## src/rtl/seg7_pkg.sv

```systemverilog
// Shared constants and helpers for the score display: digit patterns,
// score limit and the converter state encoding.
package seg7_pkg;

  localparam int          NUM_DIGITS = 4;
  localparam logic [13:0] MAX_SCORE  = 14'd9999;

  // Active-high segment patterns, bit order gfedcba.
  localparam logic [6:0] SEG_0     = 7'b0111111;
  localparam logic [6:0] SEG_1     = 7'b0000110;
  localparam logic [6:0] SEG_2     = 7'b1011011;
  localparam logic [6:0] SEG_3     = 7'b1001111;
  localparam logic [6:0] SEG_4     = 7'b1100110;
  localparam logic [6:0] SEG_5     = 7'b1101101;
  localparam logic [6:0] SEG_6     = 7'b1111101;
  localparam logic [6:0] SEG_7     = 7'b0000111;
  localparam logic [6:0] SEG_8     = 7'b1111111;
  localparam logic [6:0] SEG_9     = 7'b1101111;
  localparam logic [6:0] SEG_BLANK = 7'b0000000;

  typedef enum logic [1:0] {
    CONV_IDLE   = 2'd0,
    CONV_SHIFT  = 2'd1,
    CONV_COMMIT = 2'd2
  } conv_state_e;

  // Non-decimal nibbles render as blank rather than garbage.
  function automatic logic [6:0] seg7_encode(input logic [3:0] digit);
    logic [6:0] pat;
    case (digit)
      4'd0:    pat = SEG_0;
      4'd1:    pat = SEG_1;
      4'd2:    pat = SEG_2;
      4'd3:    pat = SEG_3;
      4'd4:    pat = SEG_4;
      4'd5:    pat = SEG_5;
      4'd6:    pat = SEG_6;
      4'd7:    pat = SEG_7;
      4'd8:    pat = SEG_8;
      4'd9:    pat = SEG_9;
      default: pat = SEG_BLANK;
    endcase
    return pat;
  endfunction

  // Double-dabble correction: add 3 to every nibble that is 5 or more.
  function automatic logic [15:0] bcd_add3(input logic [15:0] bcd);
    logic [15:0] res;
    for (int i = 0; i < NUM_DIGITS; i++) begin
      if (bcd[4*i +: 4] >= 4'd5) begin
        res[4*i +: 4] = bcd[4*i +: 4] + 4'd3;
      end else begin
        res[4*i +: 4] = bcd[4*i +: 4];
      end
    end
    return res;
  endfunction

endpackage

```

## src/rtl/bin14_to_bcd4.sv

```systemverilog
// Sequential 14-bit binary to 4-digit BCD converter (one bit per cycle).
// The BCD output only changes at COMMIT, so consumers never see a partial result.
module bin14_to_bcd4
  import seg7_pkg::*;
(
  input  logic        CLK,
  input  logic        RST,
  input  logic [13:0] VALUE,
  output logic [15:0] BCD,
  output logic        BUSY,
  output logic        SAT
);

  conv_state_e state_r, state_s;
  logic [13:0] shadow_r, shadow_s;
  logic [13:0] bin_r, bin_s;
  logic [15:0] bcd_r, bcd_s;
  logic [15:0] bcd_out_r, bcd_out_s;
  logic [15:0] adj_s;
  logic [3:0]  cnt_r, cnt_s;
  logic        busy_r, busy_s;
  logic        sat_r, sat_s;

  // Converter state register
  always_ff @(posedge CLK) begin
    if (RST) begin
      state_r <= CONV_IDLE;
    end else begin
      state_r <= state_s;
    end
  end

  // Converter datapath registers
  always_ff @(posedge CLK) begin
    if (RST) begin
      shadow_r  <= 14'd0;
      bin_r     <= 14'd0;
      bcd_r     <= 16'd0;
      bcd_out_r <= 16'd0;
      cnt_r     <= 4'd0;
      busy_r    <= 1'b0;
      sat_r     <= 1'b0;
    end else begin
      shadow_r  <= shadow_s;
      bin_r     <= bin_s;
      bcd_r     <= bcd_s;
      bcd_out_r <= bcd_out_s;
      cnt_r     <= cnt_s;
      busy_r    <= busy_s;
      sat_r     <= sat_s;
    end
  end

  // Next-state and datapath update
  always_comb begin
    state_s   = state_r;
    shadow_s  = shadow_r;
    bin_s     = bin_r;
    bcd_s     = bcd_r;
    bcd_out_s = bcd_out_r;
    cnt_s     = cnt_r;
    busy_s    = busy_r;
    sat_s     = sat_r;
    adj_s     = bcd_add3(bcd_r);
    case (state_r)
      CONV_IDLE: begin
        if (VALUE != shadow_r) begin
          shadow_s = VALUE;
          sat_s    = (VALUE > MAX_SCORE);
          bin_s    = (VALUE > MAX_SCORE) ? MAX_SCORE : VALUE;
          bcd_s    = 16'd0;
          cnt_s    = 4'd0;
          busy_s   = 1'b1;
          state_s  = CONV_SHIFT;
        end else begin
          state_s  = CONV_IDLE;
        end
      end
      CONV_SHIFT: begin
        {bcd_s, bin_s} = {adj_s[14:0], bin_r, 1'b0};
        cnt_s = cnt_r + 4'd1;
        if (cnt_r == 4'd13) begin
          state_s = CONV_COMMIT;
        end else begin
          state_s = CONV_SHIFT;
        end
      end
      CONV_COMMIT: begin
        bcd_out_s = bcd_r;
        busy_s    = 1'b0;
        state_s   = CONV_IDLE;
      end
      default: begin
        busy_s  = 1'b0;
        state_s = CONV_IDLE;
      end
    endcase
  end

  assign BCD  = bcd_out_r;
  assign BUSY = busy_r;
  assign SAT  = sat_r;

endmodule

```

## src/rtl/score_seg7_scanner.sv

```systemverilog
// 4-digit multiplexed 7-segment driver for the game score: BCD conversion,
// prescaled digit scan, optional leading-zero blanking and segment encoding.
module score_seg7_scanner
  import seg7_pkg::*;
#(
  parameter int SCAN_DIV       = 2000,
  parameter bit BLANK_LZ       = 1'b1,
  parameter bit SEG_ACTIVE_LOW = 1'b1
) (
  input  logic        CLK,
  input  logic        RST,
  input  logic [13:0] VALUE,
  output logic [6:0]  SEG7OUT,
  output logic [3:0]  SEG7COM,
  output logic        BUSY,
  output logic        SAT
);

  localparam int             CNT_W    = (SCAN_DIV > 2) ? $clog2(SCAN_DIV) : 1;
  localparam logic [CNT_W-1:0] CNT_LAST = CNT_W'(SCAN_DIV - 1);
  localparam logic [6:0]     SEG_OFF  = SEG_ACTIVE_LOW ? 7'h7F : 7'h00;

  logic [15:0]           bcd_s;
  logic [CNT_W-1:0]      scan_cnt_r;
  logic [1:0]            digit_idx_r;
  logic [3:0]            com_r;
  logic [6:0]            seg_r;
  logic [NUM_DIGITS-1:0] blank_s;
  logic                  zero3_s, zero2_s, zero1_s;
  logic [3:0]            digit_s;
  logic [6:0]            pat_s;
  logic [6:0]            seg_s;

  bin14_to_bcd4 u_conv (
    .CLK   (CLK),
    .RST   (RST),
    .VALUE (VALUE),
    .BCD   (bcd_s),
    .BUSY  (BUSY),
    .SAT   (SAT)
  );

  // Leading-zero blanking: a digit is blank when it and every higher digit are zero
  always_comb begin
    zero3_s = (bcd_s[15:12] == 4'd0);
    zero2_s = zero3_s && (bcd_s[11:8] == 4'd0);
    zero1_s = zero2_s && (bcd_s[7:4] == 4'd0);
    if (BLANK_LZ) begin
      blank_s = {zero3_s, zero2_s, zero1_s, 1'b0};
    end else begin
      blank_s = 4'b0000;
    end
  end

  // Select the current digit and encode it to the panel polarity
  always_comb begin
    case (digit_idx_r)
      2'd0:    digit_s = bcd_s[3:0];
      2'd1:    digit_s = bcd_s[7:4];
      2'd2:    digit_s = bcd_s[11:8];
      2'd3:    digit_s = bcd_s[15:12];
      default: digit_s = 4'd0;
    endcase
    if (blank_s[digit_idx_r]) begin
      pat_s = SEG_BLANK;
    end else begin
      pat_s = seg7_encode(digit_s);
    end
    if (SEG_ACTIVE_LOW) begin
      seg_s = ~pat_s;
    end else begin
      seg_s = pat_s;
    end
  end

  // Scan prescaler, digit index and registered segment/common drive
  always_ff @(posedge CLK) begin
    if (RST) begin
      scan_cnt_r  <= '0;
      digit_idx_r <= 2'd0;
      com_r       <= 4'b0000;
      seg_r       <= SEG_OFF;
    end else begin
      if (scan_cnt_r == CNT_LAST) begin
        scan_cnt_r  <= '0;
        digit_idx_r <= digit_idx_r + 2'd1;
      end else begin
        scan_cnt_r  <= scan_cnt_r + CNT_W'(1);
      end
      com_r <= 4'b0001 << digit_idx_r;
      seg_r <= seg_s;
    end
  end

  assign SEG7OUT = seg_r;
  assign SEG7COM = com_r;

endmodule

```

## config.mk

```make
export PLATFORM = sky130hd
export DESIGN_NAME = score_seg7_scanner
export DESIGN_NICKNAME = d
export VERILOG_FILES = /design/src/rtl/seg7_pkg.sv /design/src/rtl/bin14_to_bcd4.sv /design/src/rtl/score_seg7_scanner.sv
export SDC_FILE = /design/constraint.sdc
export NUM_CORES = 1
export LEC_CHECK = 0
export ABC_AREA = 0
export CAP_MARGIN = 25
export CORE_MARGIN = 3
export CORE_UTILIZATION = 30
export CTS_CLUSTER_SIZE = 14
export DETAILED_ROUTE_END_ITERATION = 7
export SYNTH_ARGS = -nofsm -noshare
export SYNTH_HDL_FRONTEND = slang
export SYNTH_HIERARCHICAL = 1
export SYNTH_SLANG_ARGS = --single-unit
```

## constraint.sdc

```tcl
create_clock -name CLK -period 3.18 [get_ports CLK]
set_input_delay 0.318 -clock CLK [delete_from_list [all_inputs] [get_ports CLK]]
set_output_delay 0.318 -clock CLK [all_outputs]
set_load 0.01 [all_outputs]
```

==> PnR_summary.wiki <==
{| class="wikitable"
! Metric !! Value
|-
| Result of the run || completed
|-
| Max transition margin || a little over two fifths
|-
| Power density cells || roughly 480 nW/um2
|-
| WP data arrival || about 2.8 ns
|-
| Post-synthesis instance area || approximately 4400 um2
|-
| Leakage power figure || ~1.8 nW
|-
| Pre-antenna DRT Iters || 4
|-
| Number of maximum-capacitance constraint violations || 0
|-
| Number of instances resized during post-cts repair || 0
|-
| Setup repair after global routing missed its margin || no
|-
| Number of distinct library cells after synthesis || 54
|-
| H-tree levels || 3
|-
| Initial core utilization || a little under a third
|-
| Vias in the first global route || approximately 3,500
|-
| Setup Crit Path Kind || reg -> reg
|-
| Tightest hold margin || 0.360 ns
|-
| RD Place Congestion || ~0.81
|-
| Number of clock buffers inserted by TritonCTS || 9
|-
| DR vias/cell || about 5
|-
| Data required time at the worst endpoint || about 3.4 ns
|-
| Via count || approximately 3,600
|-
| Highest signal layer in the routed design || met4
|-
| Overall die width || approximately 130 um
|-
| Nets || 573
|-
| Number of antenna violations at the first check in global routing || 0
|-
| Mean instance size in the synthesized netlist || 8.49 um2
|-
| Final total negative setup slack || 0 ns
|-
| Clock power share || just over 40%
|-
| Async SR Flop Fraction || 0%
|-
| Drt total wl || approximately 9600 um
|-
| Antenna-violating nets left || 0
|-
| Die area || 16,100 um2
|-
| CTS Sinks || between 90 and 100
|-
| Post-DP HPWL || around 6600 um
|-
| Number of DRC markers after the initial detailed-route iteration || around 210
|-
| Ys Warns || 6
|-
| Count of hold buffers inserted by post-cts repair || 0
|-
| Worst clock skew || just under 0.008 ns
|-
| Setup fix buffers added after clock tree synthesis || 0
|-
| Residual overflow from global routing || 0
|-
| Maximum vdd ir drop || around 220 uV
|-
| Area overhead of the layout relative to synthesis || 15.9%
|-
| Clock Tree Root || sky130_fd_sc_hd__clkbuf_16
|-
| Met1 routed wirelength after detailed routing || around 4700 um
|-
| Wirelength per Cell || 13.3 um
|-
| Final setup fails || 0
|-
| Clock transition time at the flip-flop clock pins of the worst setup and hold paths || ~0.06 ns
|-
| Tmin final || roughly 2.6 ns
|-
| Gate Count Post-Synth || around 520
|-
| Number of diodes added for antenna fixing || 0
|-
| Net count of the mapped netlist || approximately 550
|-
| Max Clk Rate || around 0.38 GHz
|-
| CTS tree || yes
|-
| Slew at the pin closest to its max-slew limit || between 0.8 and 0.9 ns
|-
| Die height || about 130 um
|-
| Sw Pwr || between 0.0005 and 0.0006 W
|-
| Sequential Power Share || around half
|-
| Class of the tightest hold or removal check || in -> reg
|-
| Share of post-route cells with drive strength above 1 || under 10%
|-
| Final hold violations || 0
|-
| Top FF cell, synth || sky130_fd_sc_hd__dfxtp_1
|-
| Number of rows in the core area || 43
|-
| Design internal power || 0.00186 W
|-
| DR DRC count || 0
|-
| Endpoint class of the critical path || flip-flop
|-
| Part of the Yosys area used for sequential elements || between 40% and 50%
|-
| Total of flip-flops plus latches after synthesis || 92
|-
| Number of flops mapped to enable cells by yosys || 0
|-
| Port Buf Inserts || 28
|-
| Crit path max fanout || 8
|-
| Number of ports placed on the die boundary || 29
|-
| Met2 routed wirelength || between 4000 and 5000 um
|-
| Global-route wire length before repair || 16,300 um
|-
| Clock latency on the worst-skew pair || 0.34 ns
|-
| Worst-case clock buffer depth || 2
|-
| Core footprint || about 14,000 um2
|-
| Total count of max-transition violations in the final report || 0
|-
| Portion of total power attributed to combinational logic || approximately 9.0%
|-
| Share of the clock period used by the worst path after layout || between 80% and 90%
|-
| Overall fraction of global-route tracks in use || about an eighth
|-
| Number of fill cells in the layout || between 1,000 and 1,500
|-
| Maximum number of pins on one net before global-route repair || between 60 and 70
|-
| Net Sw Frac || about a quarter
|-
| Met3 Wirelength || 311 um
|-
| Worst setup SP type || flip-flop
|}
## cells by family after synthesis
| kind of cell | after synthesis | synth area share, % |
|---|---|---|
| simple gates | 213 | 23.3 |
| compound gates | 110 | 17.0 |
| flops | 92 | 41.9 |
| buf+inv | 47 | 4.99 |
| xor+xnor | 31 | 6.18 |
| fa+ha+maj | 20 | 5.70 |
| mux | 4 | 0.912 |
## metal layers
metal / global-route usage (%) / up-vias
met5: 0 / -
met3: 2.72 / 12
met4: 3.85 / 0
met1: 15.5 / 1709
met2: 20.0 / 67
li1: - / 1835
## Yosys cell counts (2+ instances only)
cell type / n / area [um2]
sky130_fd_sc_hd__mux2i_1: 4 / 40.0
sky130_fd_sc_hd__a211oi_1: 7 / 52.6
sky130_fd_sc_hd__nor4_1: 3 / 18.8
sky130_fd_sc_hd__or4_4: 2 / 22.5
sky130_fd_sc_hd__nor3_1: 12 / 60.1
sky130_fd_sc_hd__inv_1: 19 / 71.3
sky130_fd_sc_hd__a22oi_1: 2 / 15.0
sky130_fd_sc_hd__o21ai_0: 8 / 40.0
sky130_fd_sc_hd__and2_1: 3 / 18.8
sky130_fd_sc_hd__a211o_2: 2 / 20.0
sky130_fd_sc_hd__xnor2_1: 23 / 201
sky130_fd_sc_hd__ha_1: 20 / 250
sky130_fd_sc_hd__nor2b_1: 6 / 37.5
sky130_fd_sc_hd__a21oi_1: 51 / 255
sky130_fd_sc_hd__nand2_1: 80 / 300
sky130_fd_sc_hd__nand3b_1: 5 / 37.5
sky130_fd_sc_hd__nand3_1: 32 / 160
sky130_fd_sc_hd__buf_6: 5 / 56.3
sky130_fd_sc_hd__a31oi_1: 13 / 81.3
sky130_fd_sc_hd__dfxtp_1: 92 / 1840
sky130_fd_sc_hd__o221a_2: 7 / 78.8
sky130_fd_sc_hd__xor2_1: 8 / 70.1
sky130_fd_sc_hd__nand4_1: 6 / 37.5
sky130_fd_sc_hd__clkbuf_1: 19 / 71.3
sky130_fd_sc_hd__o21ai_1: 4 / 20.0
sky130_fd_sc_hd__nor2_1: 45 / 169
sky130_fd_sc_hd__nand2b_1: 9 / 56.3
sky130_fd_sc_hd__a222oi_1: 4 / 40.0
## cell usage in the layout (no fill, tap or decap), types with 5 or more instances in the layout
| cell type | instances |
|---|---|
| sky130_fd_sc_hd__a211oi_1 | 7 |
| sky130_fd_sc_hd__a21oi_1 | 51 |
| sky130_fd_sc_hd__a31oi_1 | 13 |
| sky130_fd_sc_hd__buf_4 | 8 |
| sky130_fd_sc_hd__clkbuf_16 | 9 |
| sky130_fd_sc_hd__clkdlybuf4s50_1 | 27 |
| sky130_fd_sc_hd__dfxtp_1 | 92 |
| sky130_fd_sc_hd__ha_1 | 20 |
| sky130_fd_sc_hd__inv_1 | 19 |
| sky130_fd_sc_hd__nand2_1 | 80 |
| sky130_fd_sc_hd__nand2b_1 | 9 |
| sky130_fd_sc_hd__nand3_1 | 32 |
| sky130_fd_sc_hd__nand3b_1 | 5 |
| sky130_fd_sc_hd__nand4_1 | 6 |
| sky130_fd_sc_hd__nor2_1 | 45 |
| sky130_fd_sc_hd__nor2b_1 | 6 |
| sky130_fd_sc_hd__nor3_1 | 12 |
| sky130_fd_sc_hd__o21ai_0 | 8 |
| sky130_fd_sc_hd__o221a_2 | 7 |
| sky130_fd_sc_hd__xnor2_1 | 23 |
| sky130_fd_sc_hd__xor2_1 | 8 |
## flip-flops by register name, summed over array words and instances, names as in the netlist
signal	flops
u_conv/bcd_r	16
u_conv/cnt_r	4
SEG7COM	4
digit_idx_r	2
scan_cnt_r	11
SEG7OUT	7
u_conv/SAT	1
u_conv/bin_r	14
u_conv/state_r	2
u_conv/shadow_r	14
u_conv/BUSY	1
u_conv/BCD	16
## worst paths after layout
path,cells after the start,slack (ns),startpoint,endpoint
worst max-delay path,10,0.54,digit_idx_r[0],SEG7OUT[3]
worst max register to register,10,0.54,digit_idx_r[0],SEG7OUT[3]
worst min-delay path,2,0.36,RST,digit_idx_r[1]
worst min register to register,2,0.46,u_conv/BCD[3],u_conv/BCD[3]
## final cells by class
type | instances | area, um2 | share of cell area [%]
Tap cell | 180 | 225 | 4.42
Clock buffer | 13 | 260 | 5.11
Sequential cell | 92 | 1840 | 36.2
Timing Repair Buffer | 36 | 335 | 6.59
Clock inverter | 3 | 21.3 | 0.418
Multi-Input combinational cell | 378 | 2330 | 45.8
Inverter | 20 | 75.1 | 1.47
## power by group through the flow
| stage | clock (W) | combinational [W] | sequential, W |
|---|---|---|---|
| global route | 0.00108 | 0.000240 | 0.00122 |
| CTS | 0.00104 | 0.000219 | 0.00122 |
| floorplan | 0 | 0.000147 | 0.00124 |
| global placement | 0 | 0.000214 | 0.00124 |
| detailed placement | 0 | 0.000218 | 0.00124 |
| finish | 0.00101 | 0.000219 | 0.00122 |
## through the flow
stage / power (W) / worst slack [ns] / instances / utilization, % / cell area (um2)
finish: 0.00245 / 0.543 / 722 / 36.1 / 5090
CTS: 0.00247 / 0.532 / 721 / 36.1 / 5080
detailed placement: 0.00146 / 0.482 / 705 / 34.1 / 4800
global route: 0.00254 / 0.156 / 722 / 36.1 / 5090
global placement: 0.00146 / 0.561 / 705 / 34.1 / 4800
floorplan: 0.00139 / 0.967 / 517 / - / 4390
## worst max-delay path, stage by stage, from the launching register on
cell and delay [ns]:
sky130_fd_sc_hd__dfxtp_1 0.38, sky130_fd_sc_hd__inv_1 0.18, sky130_fd_sc_hd__ha_1 0.27, sky130_fd_sc_hd__clkinv_1 0.28, sky130_fd_sc_hd__mux2i_1 0.40, sky130_fd_sc_hd__inv_1 0.18, sky130_fd_sc_hd__ha_1 0.23, sky130_fd_sc_hd__a211oi_1 0.21
sky130_fd_sc_hd__a22oi_1 0.11, sky130_fd_sc_hd__a21oi_1 0.17, sky130_fd_sc_hd__o21ai_1 0.07
Note: power is estimated with default switching activity, not from simulation.
